===== config.mk =====
export PLATFORM = sky130hd
export DESIGN_NAME = imem_port_arbiter
export DESIGN_NICKNAME = d
export VERILOG_FILES = /design/src/rtl/imem_port_arbiter_pkg.sv /design/src/rtl/imem_port_arbiter_arb_pick.sv /design/src/rtl/imem_port_arbiter.sv
export SDC_FILE = /design/constraint.sdc
export NUM_CORES = 1
export LEC_CHECK = 0
export CORE_ASPECT_RATIO = 0.6
export CORE_UTILIZATION = 30
export CTS_BUF_LIST = sky130_fd_sc_hd__clkbuf_2
export CTS_CLUSTER_SIZE = 25
export DETAILED_ROUTE_END_ITERATION = 10
export MAX_ROUTING_LAYER = met4
export SLEW_MARGIN = 10
export SYNTH_ARGS = -nofsm -noshare
export SYNTH_HDL_FRONTEND = slang
export SYNTH_SLANG_ARGS = --single-unit

===== constraint.sdc =====
create_clock -name clk -period 1.9 [get_ports clk]
set_input_delay 0.285 -clock clk [delete_from_list [all_inputs] [get_ports clk]]
set_output_delay 0.285 -clock clk [all_outputs]
set_load 0.1 [all_outputs]

===== src/rtl/imem_port_arbiter_pkg.sv =====
// Shared types for the instruction/load-store memory port arbiter:
// FSM state encodings and the streak-counter width helper.
package imem_port_arbiter_pkg;

  typedef enum logic [2:0] {
    ARB_IDLE     = 3'd0,
    ARB_GRANT_IF = 3'd1,
    ARB_GRANT_LS = 3'd2,
    ARB_DONE     = 3'd3,
    ARB_ERR_LS   = 3'd4
  } arb_state_t;

  localparam int unsigned DEF_MAX_STREAK = 4;

  // Width needed to hold 0..max_streak inclusive.
  function automatic int unsigned streak_w(input int unsigned max_streak);
    return $clog2(max_streak + 1);
  endfunction

endpackage


===== src/rtl/imem_port_arbiter_arb_pick.sv =====
// Combinational winner select for one IDLE cycle: misaligned LS beats IF,
// otherwise LS wins unless IF has waited MAX_STREAK consecutive LS grants.
module arb_pick
  import imem_port_arbiter_pkg::*;
#(
  parameter int unsigned MAX_STREAK = DEF_MAX_STREAK,
  parameter int unsigned SW         = streak_w(DEF_MAX_STREAK)
) (
  input  logic          ls_req,
  input  logic          if_req,
  input  logic [SW-1:0] streak,
  input  logic          misalign,
  output logic          sel_if,
  output logic          sel_ls,
  output logic          sel_err
);

  logic if_turn;

  always_comb begin
    if_turn = (streak == SW'(MAX_STREAK));
    sel_err = ls_req & misalign;
    sel_ls  = ls_req & ~misalign & (~if_req | ~if_turn);
    sel_if  = if_req & ~sel_err & ~sel_ls;
  end

endmodule


===== src/rtl/imem_port_arbiter.sv =====
// Shares one req/ack memory port between fetch and load/store, one transaction at a time.
// Zero-wait memory: request cycle N -> mem_req N+1 -> *_done N+2; mem_req holds until mem_ack.
module imem_port_arbiter
  import imem_port_arbiter_pkg::*;
#(
  parameter int unsigned ADDR_W     = 32,
  parameter int unsigned DATA_W     = 32,
  parameter int unsigned MAX_STREAK = DEF_MAX_STREAK
) (
  input  logic                clk,
  input  logic                rst_n,
  input  logic                if_req,
  input  logic [ADDR_W-1:0]   if_addr,
  output logic                if_done,
  output logic [DATA_W-1:0]   if_rdata,
  output logic                fetch_stall,
  input  logic                ls_req,
  input  logic                ls_we,
  input  logic [ADDR_W-1:0]   ls_addr,
  input  logic [DATA_W-1:0]   ls_wdata,
  input  logic [DATA_W/8-1:0] ls_be,
  output logic                ls_done,
  output logic [DATA_W-1:0]   ls_rdata,
  output logic                ls_err,
  output logic                mem_req,
  output logic                mem_we,
  output logic [ADDR_W-1:0]   mem_addr,
  output logic [DATA_W-1:0]   mem_wdata,
  output logic [DATA_W/8-1:0] mem_be,
  input  logic                mem_ack,
  input  logic [DATA_W-1:0]   mem_rdata
);

  localparam int unsigned SW = streak_w(MAX_STREAK);

  arb_state_t    state, state_nxt;
  logic [SW-1:0] streak;
  logic          if_cand, ls_cand;
  logic          sel_if, sel_ls, sel_err;
  logic          grant_if, grant_ls, err_go, ack_if, ack_ls;

  // A requester still showing its done pulse is not a fresh request.
  assign if_cand = if_req & ~if_done;
  assign ls_cand = ls_req & ~ls_done;

  arb_pick #(
    .MAX_STREAK (MAX_STREAK),
    .SW         (SW)
  ) u_pick (
    .ls_req   (ls_cand),
    .if_req   (if_cand),
    .streak   (streak),
    .misalign (ls_addr[1:0] != 2'b00),
    .sel_if   (sel_if),
    .sel_ls   (sel_ls),
    .sel_err  (sel_err)
  );

  assign grant_if = (state == ARB_IDLE) & sel_if;
  assign grant_ls = (state == ARB_IDLE) & sel_ls;
  assign err_go   = (state == ARB_IDLE) & sel_err;
  assign ack_if   = (state == ARB_GRANT_IF) & mem_ack;
  assign ack_ls   = (state == ARB_GRANT_LS) & mem_ack;

  always_ff @(posedge clk or negedge rst_n) begin
    if (!rst_n) state <= ARB_IDLE;
    else        state <= state_nxt;
  end

  always_comb begin
    state_nxt = state;
    case (state)
      ARB_IDLE: begin
        if (sel_err)     state_nxt = ARB_ERR_LS;
        else if (sel_ls) state_nxt = ARB_GRANT_LS;
        else if (sel_if) state_nxt = ARB_GRANT_IF;
      end
      ARB_GRANT_IF, ARB_GRANT_LS: if (mem_ack) state_nxt = ARB_DONE;
      ARB_DONE, ARB_ERR_LS:       state_nxt = ARB_IDLE;
      default:                    state_nxt = ARB_IDLE;
    endcase
  end

  always_ff @(posedge clk or negedge rst_n) begin
    if (!rst_n) begin
      mem_req     <= 1'b0;
      mem_we      <= 1'b0;
      mem_addr    <= '0;
      mem_wdata   <= '0;
      mem_be      <= '0;
      if_done     <= 1'b0;
      if_rdata    <= '0;
      fetch_stall <= 1'b1;
      ls_done     <= 1'b0;
      ls_rdata    <= '0;
      ls_err      <= 1'b0;
    end else begin
      if_done     <= ack_if;
      fetch_stall <= ~ack_if;
      ls_done     <= ack_ls | err_go;
      ls_err      <= err_go;
      if (ack_if) if_rdata <= mem_rdata;
      // Stores and misaligned accesses return zero data.
      if (ack_ls)      ls_rdata <= mem_we ? '0 : mem_rdata;
      else if (err_go) ls_rdata <= '0;
      if (grant_if) begin
        mem_req   <= 1'b1;
        mem_we    <= 1'b0;
        mem_addr  <= if_addr;
        mem_wdata <= '0;
        mem_be    <= '1;
      end else if (grant_ls) begin
        mem_req   <= 1'b1;
        mem_we    <= ls_we;
        mem_addr  <= ls_addr;
        mem_wdata <= ls_wdata;
        mem_be    <= ls_be;
      end else if (ack_if | ack_ls) begin
        mem_req   <= 1'b0;
      end
    end
  end

  // Counts LS grants that overtook a waiting fetch; saturates so IF wins next.
  always_ff @(posedge clk or negedge rst_n) begin
    if (!rst_n)                                      streak <= '0;
    else if (!if_req || grant_if)                    streak <= '0;
    else if (grant_ls && streak != SW'(MAX_STREAK))  streak <= streak + SW'(1);
  end

endmodule


==> impl_metrics.json, run 1 <==
{
  "clockBufferDepth": 2,
  "antenna_found_initial": 0,
  "row_count": 38,
  "yosysUniqueCellTypes": 34,
  "synthCells": 463,
  "boundaryPins": 276,
  "cp_max_fo": 8,
  "hp-class": "in -> reg",
  "wirelength_mm": 19.0,
  "min_path_cells": 3,
  "drv_slew": 0,
  "ys_warn_count": 0,
  "clock_latency_ns": 0.69,
  "crit_type": "reg -> reg",
  "die_w_um": 180,
  "r2r.worst_path.cells": 6,
  "min_period_over_period_pct": 96.8,
  "wire_per_inst_um": 18.7,
  "place_congestion": 0.788,
  "synth_top_area_cell": "dfrtp_1",
  "syn-num-nets": 603,
  "cp-end-kind": "flop",
  "dr.pass1.iters": 4,
  "clkTransAtPathRegs_ns": 0.22,
  "drc": 0,
  "reg2reg_from": "streak[0]",
  "coreArea_mm2": 0.0184,
  "synthArstFlopShare_pct": 100,
  "worst_ep_arrival_time_ns": 2.40,
  "synth_area_leaders": "dfrtp_1 63%, a221o_1 5.3%, a22o_1 5.2%, nand2_1 5.2%, mux2_2 4.7%",
  "critPathLaunchType": "flop",
  "grt_setup_unrepaired": "false",
  "hpwl_mm": 13.5,
  "yosys_most_used_dff": "dfrtp_1",
  "syn_to_final_growth_pct": 59.7,
  "grt_pass1_wl_mm": 29.5,
  "grt.overflow.total": 0,
  "syn_area_per_cell_um2": 12.3,
  "via_count": 4982,
  "cts_inserted_buffers": 17,
  "cp.required_ns": 2.46,
  "grt_max_degree": 39,
  "root_buffer": "clkbuf_2",
  "yosysTopAreaCellShare_pct": 62.7,
  "r2r_slack_ns": 0.06,
  "die_h_um": 109,
  "tritoncts": "built",
  "dieArea_mm2": 0.0196,
  "viasPerCell": 4.88,
  "skew_ns": 0.0414,
  "nets": 910,
  "hold_viol": 0,
  "fmax_mhz": 544,
  "drtIter0Drc": 321,
  "hold_end": "mem_wdata[0]",
  "layout-drive-gt1-share_pct": 31.8,
  "post_synth_instance_area_mm2": 0.00570,
  "cts.sinks": 144,
  "rr_endpoint": "mem_addr[30]",
  "io_buffers": 275,
  "post-route-min-period_ns": 1.84,
  "maxSlewHeadroom_pct": 71.3,
  "outcome": "complete, no violations",
  "htreeDepth": 4,
  "synth_seq_cells": 144,
  "fillers": 1674,
  "diodes": 0,
  "worstHoldStart": "ls_wdata[0]",
  "yosysSeqAreaShare_pct": 63.2,
  "track_usage_pct": 20.2,
  "ant_nets": 0,
  "grt_pass1_vias": 5181,
  "maxCapViolCount": 0,
  "start_util_pct": 31.1,
  "critPathLaunch": "streak[0]",
  "synth_edf_count": 0,
  "setup_viol": 0,
  "whs_ns": 0.107,
  "worst_pin_slew_ns": 0.430
}
==> registers in the layout, indices dropped and copies added, names as in the netlist <==
name / cells
fetch_stall: 1
if_done: 1
if_rdata: 32
ls_done: 1
ls_err: 1
ls_rdata: 32
mem_addr: 32
mem_be: 4
mem_req: 1
mem_wdata: 32
mem_we: 1
state: 3
streak: 3
==> worst max-delay path, cell delays in order, from the launching register on <==
cell	delay [ns]
dfrtp_1	0.44
inv_2	0.09
ha_4	0.16
nand4bb_4	0.15
a211o_4	0.42
and3_1	0.21
a221o_1	0.26
==> worst max path at each step <==
stage               slack (ns)  depth (start not counted)            to
finish                    0.06                          6  mem_addr[30]
CTS                      0.001                          6  mem_addr[30]
detailed placement       -0.27                          5  mem_addr[16]
global route            0.0009                          8  mem_addr[11]
global placement         -0.21                          5  mem_addr[16]
floorplan                 0.01                          5  mem_addr[22]
==> stage by stage <==
stage               setup TNS (ns)  area [um^2]  instances  setup slack (ns)  util (%)
finish                           0         9110       1021            0.0613      49.6
global route                     0         9110       1021          0.000863      49.6
CTS                              0         9000       1012           0.00125      49.1
detailed placement          -14.28         8650        975            -0.266      47.1
global placement            -11.30         8650        975            -0.210      47.1
floorplan                        0         5720        463            0.0124         -
==> cell type report <==
type	instances	area, um^2	area share, %
clock inverters	13	114	1.25
multi-input cells	283	2010	22.0
repair buffers	320	2980	32.7
well taps	240	300	3.30
inverters	4	15.0	0.165
flip-flops and latches	144	3610	39.7
clock buffers	17	85.1	0.934
==> synth_stat cells, types with 4 or more instances <==
library cell	number
dfrtp_1	143
nand2_1	79
a21oi_1	35
a22o_1	34
a221o_1	30
and3_1	30
mux2_2	24
clkbuf_1	17
buf_2	12
mux2_1	8
nor2_1	8
nand3_1	6
buf_6	4
inv_1	4
nand2b_1	4
nor3_1	4
==> what timing repair did <==
action / 4_1_cts / 5_1_grt
resized for setup: 7 / 5
gates cloned: 3 / 1
hold buffers: 2 / 6
setup endpoints to repair: 35 / 61
buffers inserted: 2 / 2
pin swaps: 4 / 2
endpoints found under the hold margin: 144 / 6
==> cells by family after synthesis <==
logic type | Yosys count | share of synthesized area (%)
flip-flops | 144 | 63.2
AND/OR/NAND/NOR | 137 | 11.4
AO/OA/AOI/OAI | 106 | 14.6
buffers and inverters | 38 | 3.36
multiplexers | 34 | 6.67
XOR/XNOR | 2 | 0.307
adder cells (fa/ha/maj) | 2 | 0.439
==> routing by layer <==
metal  vias up  share of wire, %  GRT usage, %
met5         -                 0             -
met4         0               1.0          4.40
met3        20               6.6          5.64
met2       193                45          29.7
met1      2487                48          27.8
li1       2282                 -             -
==> placed cells by master, fill, tap and decap left out, types with 8 or more instances in the layout <==
cell type / synthesis / layout
nand2_1: 79 / 79
a21oi_1: 35 / 35
dfrtp_1: 143 / 141
buf_4: 1 / 158
a22o_1: 34 / 34
mux2_2: 24 / 24
buf_12: 0 / 13
mux2_1: 8 / 8
a221o_1: 30 / 30
and3_1: 30 / 30
clkbuf_2: 0 / 17
clkdlybuf4s50_1: 0 / 136
Power of run 1 is not shown: default switching activity piles up to over one toggle a cycle in this logic, so the estimate is an artifact.
==> run 2: changes to the inputs <==
--- a/config.mk
+++ b/config.mk
@@ -11,6 +11,7 @@
 export CTS_CLUSTER_SIZE = 25
 export DETAILED_ROUTE_END_ITERATION = 10
 export MAX_ROUTING_LAYER = met4
+export PLACE_DENSITY = 0.76
 export SLEW_MARGIN = 10
 export SYNTH_ARGS = -nofsm -noshare
 export SYNTH_HDL_FRONTEND = slang
==> run 2 against run 1 <==
Effect of this change: die area did not move; sequential share of layout area is 2.9 points lower; design area rose by 7.9%; register-to-register slack got worse by 0.06 ns; largest cell class unchanged; cell count grew 4.5%; via count rose by 5.0%; clock-buffer cell count increased by 1; setup slack lost 0.060 ns; non-clock buffer count rose by 43; wire length up 3.5%.
==> impl_metrics.json, run 2 (same netlist as run 1, synthesis figures left out) <==
{
  "hp-class": "in -> reg",
  "drtIter0Drc": 254,
  "min_period_over_period_pct": 100,
  "cts.sinks": 144,
  "whs_ns": 0.123,
  "critPathLaunchType": "flop",
  "tritoncts": "built",
  "syn_to_final_growth_pct": 72.3,
  "grt.overflow.total": 0,
  "grt_pass1_wl_mm": 28.4,
  "row_count": 38,
  "layout-drive-gt1-share_pct": 37.8,
  "place_inst": 989,
  "grt_setup_unrepaired": "true",
  "r2r_slack_ns": 0.0009,
  "setup_tns_ns": 0,
  "clock_latency_ns": 0.69,
  "io_buffers": 275,
  "root_buffer": "clkbuf_2",
  "track_usage_pct": 19.6,
  "setup_viol": 0,
  "hpwl_mm": 12.9,
  "die_w_um": 180,
  "grt_pass1_vias": 5165,
  "wirelength_mm": 19.7,
  "final_core_util_pct": 53.5,
  "worst_pin_slew_ns": 0.427,
  "crit_type": "reg -> reg",
  "clkTransAtPathRegs_ns": 0.24,
  "worst_ep_arrival_time_ns": 2.47,
  "coreArea_mm2": 0.0184,
  "layout_commonest_cell": "buf_4",
  "start_util_pct": 31.1,
  "place_congestion": 0.786,
  "antenna_found_initial": 1,
  "cts_inserted_buffers": 17,
  "htreeDepth": 4,
  "post-route-min-period_ns": 1.90,
  "cp.required_ns": 2.47,
  "drv_slew": 0,
  "hold_viol": 0,
  "fmax_mhz": 527,
  "clockBufferDepth": 2,
  "via_count": 5232,
  "viasPerCell": 4.90,
  "cp_max_fo": 10,
  "die_h_um": 109,
  "maxCapViolCount": 0,
  "grt_max_degree": 52,
  "finalNonFillerCells": 1067,
  "cp-end-kind": "flop",
  "maxSlewHeadroom_pct": 71.6,
  "outcome": "complete, no violations",
  "dieArea_mm2": 0.0196,
  "drc": 0,
  "skew_ns": 0.0309,
  "wire_per_inst_um": 18.5,
  "dr.pass1.iters": 4,
  "nets": 953,
  "most-common-layout-cells": "174 x buf_4, 141 x dfrtp_1, 136 x clkdlybuf4s50_1, 78 x nand2_1, 34 x a22o_1",
  "ant_nets": 0,
  "boundaryPins": 276
}
-- run 2: cell count changes in the layout (fill, tap and decap cells not counted), sizes merged --
| cell | delta |
|---|---|
| diode | +1 |
| inv | -3 |
| clkinv | +3 |
| clkbuf | +5 |
| clkinvlp | -1 |
| dlygate4sd3 | +11 |
| buf | +28 |
| bufinv | +2 |
-- run 2: critical path: stages, from the launching register on --
cell,delay (ns)
dfrtp_4,0.55
nor4b_4,0.26
o211ai_1,0.14
buf_4,0.18
buf_12,0.13
buf_8,0.13
and3_4,0.16
a221o_1,0.25
-- run 2: per-stage QoR --
stage                     setup WS (ns)  cell area (um^2)
final                          0.000862              9830
after global routing            -0.0822              9830
after CTS                       0.00368              9240
after detailed placement         -0.268              8790
after global placement           -0.268              8790
after floorplan                  0.0124              5720
-- run 2: worst paths after layout --
check	startpoint	endpoint	depth (start not counted)
setup reg to reg	ls_done	mem_addr[5]	7
hold reg to reg	if_rdata[19]	if_rdata[19]	1
max in group asynchronous	rst_n	mem_addr[14]	4
setup / recovery	ls_done	mem_addr[5]	7
hold / removal	ls_be[1]	mem_be[1]	3
min in group asynchronous	rst_n	if_rdata[26]	4
-- run 2: timing repair --
action                     in CTS  in global routing
resized for setup              14                 47
hold endpoints to repair      144                 30
setup buffers                   7                 12
hold buffers                    2                 17
setup endpoints to repair      61                 62
cloned                          3                  5
pin swaps                       5                  5
-- run 2: final cells by class --
cell class / count / area (um^2)
well taps: 240 / 300
clock buffers: 18 / 90.1
repair buffers: 363 / 3480
clock inverters: 14 / 166
inverters: 4 / 15.0
diodes: 1 / 2.50
flip-flops and latches: 144 / 3610
multi-input cells: 283 / 2160
fillers: 1562 / 8530
-- run 2: per-layer routing --
layer	track usage (%)	vias to the layer above	wire, um	share of wire (%)
li1	-	2384	-	-
met1	27.3	2633	9550	48
met2	27.7	203	8580	44
met3	6.08	12	1430	7.3
met4	4.88	0	144	0.73
met5	-	-	0	0
Power of run 2 is left out for the same reason.
==> RTL change, RTL diff (flow settings as in run 2) <==
Change the parameter `DATA_W` from 32 to 16.
--- a/src/rtl/imem_port_arbiter.sv
+++ b/src/rtl/imem_port_arbiter.sv
@@ -5,5 +5,5 @@
 #(
   parameter int unsigned ADDR_W     = 32,
-  parameter int unsigned DATA_W     = 32,
+  parameter int unsigned DATA_W     = 16,
   parameter int unsigned MAX_STREAK = DEF_MAX_STREAK
 ) (
Interface: changed (7 resized); port bits go from 276 to 192. The function was not compared with the original's and may differ.
==> RTL change against run 2 <==
Wire length shrank 43%. Sequential cell count shrank 50. Final cell count shrank 36%. Area after synthesis shrank 31%. Clock skew grew 0.0037 ns. Final area shrank 38%. Setup slack gained 0.063 ns.
Power is left out: the tool's default activity adds up to more than one toggle a clock period on the data nets, which glitch-free logic cannot reach.
==> RTL change: results (changes against run 2) <==
outcome finished, final reports clean; pin count of the biggest net entering global routing 54 (+3.8%); initial antenna violation count 0 (-1); post-cts hold buffer count 1 (-1); Crit path largest cell delay 0.44 ns (-0.11 ns); Compound-Gate Fraction of Synth Area 17.7% (+3.0 points); vias per cell 4.80 (-2.1%); H-tree levels 3 (-1); Post-synth top cells dfrtp_1 (93), a21oi_1 (62), a22o_1 (35); sequential cell area share 38.7% (+2.0 points); DRT iter0 DRCs 97 (-62%); GPL Wtd Cong 0.758 (-3.6%); Non-clock buffers 212 (-42%); Synth area leaders dfrtp_1 (59%), mux2i_1 (8.2%), a21oi_1 (7.9%); dpl cell area 5930 sq um (-33%); Crit Path Max Fanout 18 (+8); Clock Network Area Fraction 1.79% (-0.82 points); Rel. slew slack 76.5% (+5.0 points); synthesized instance count 310 (-33%); Hold WC Path Type input port to async pin; layout cells sized above 1 26.5% (-11 points); Yosys reg bits 94 (-35%); Worst Path Arrival 2.32 ns (-0.15 ns); Die ar. 13500 sq um (-31%); DR WL/cell 16.5 microns (-11%); later-pin clock latency in the skew report 0.57 ns (-0.12 ns); number of global-route vias before repair 3474 (-33%); inverter count 5 (+1); first-pass GRT wire length 17.6 mm (-38%)
[RTL change: worst paths after layout]
check                                        startpoint                       end  slack [ns]  depth (start not counted)
worst max register to register    streak[0]$_DFFE_PN0P_  mem_addr[19]$_DFFE_PN0P_        0.06                          8
max in group asynchronous                         rst_n  mem_wdata[8]$_DFFE_PN0P_        1.16                          3
worst max-delay path              streak[0]$_DFFE_PN0P_  mem_addr[19]$_DFFE_PN0P_        0.06                          8
worst min-delay path                              rst_n  ls_rdata[14]$_DFFE_PN0P_        0.11                          2
worst min register to register  if_rdata[4]$_DFFE_PN0P_   if_rdata[4]$_DFFE_PN0P_        0.53                          1
min in group clk                               ls_be[1]     mem_be[1]$_DFFE_PN0P_        0.26                          3
[RTL change: layer usage]
layer  up-vias  routed length, microns  global-route usage, %
met5         -                       0                      -
met4         0                     123                   5.02
met3        15                     945                   6.36
met2       114                    5180                   26.9
met1      1605                    5020                   20.7
li1       1540                       -                      -
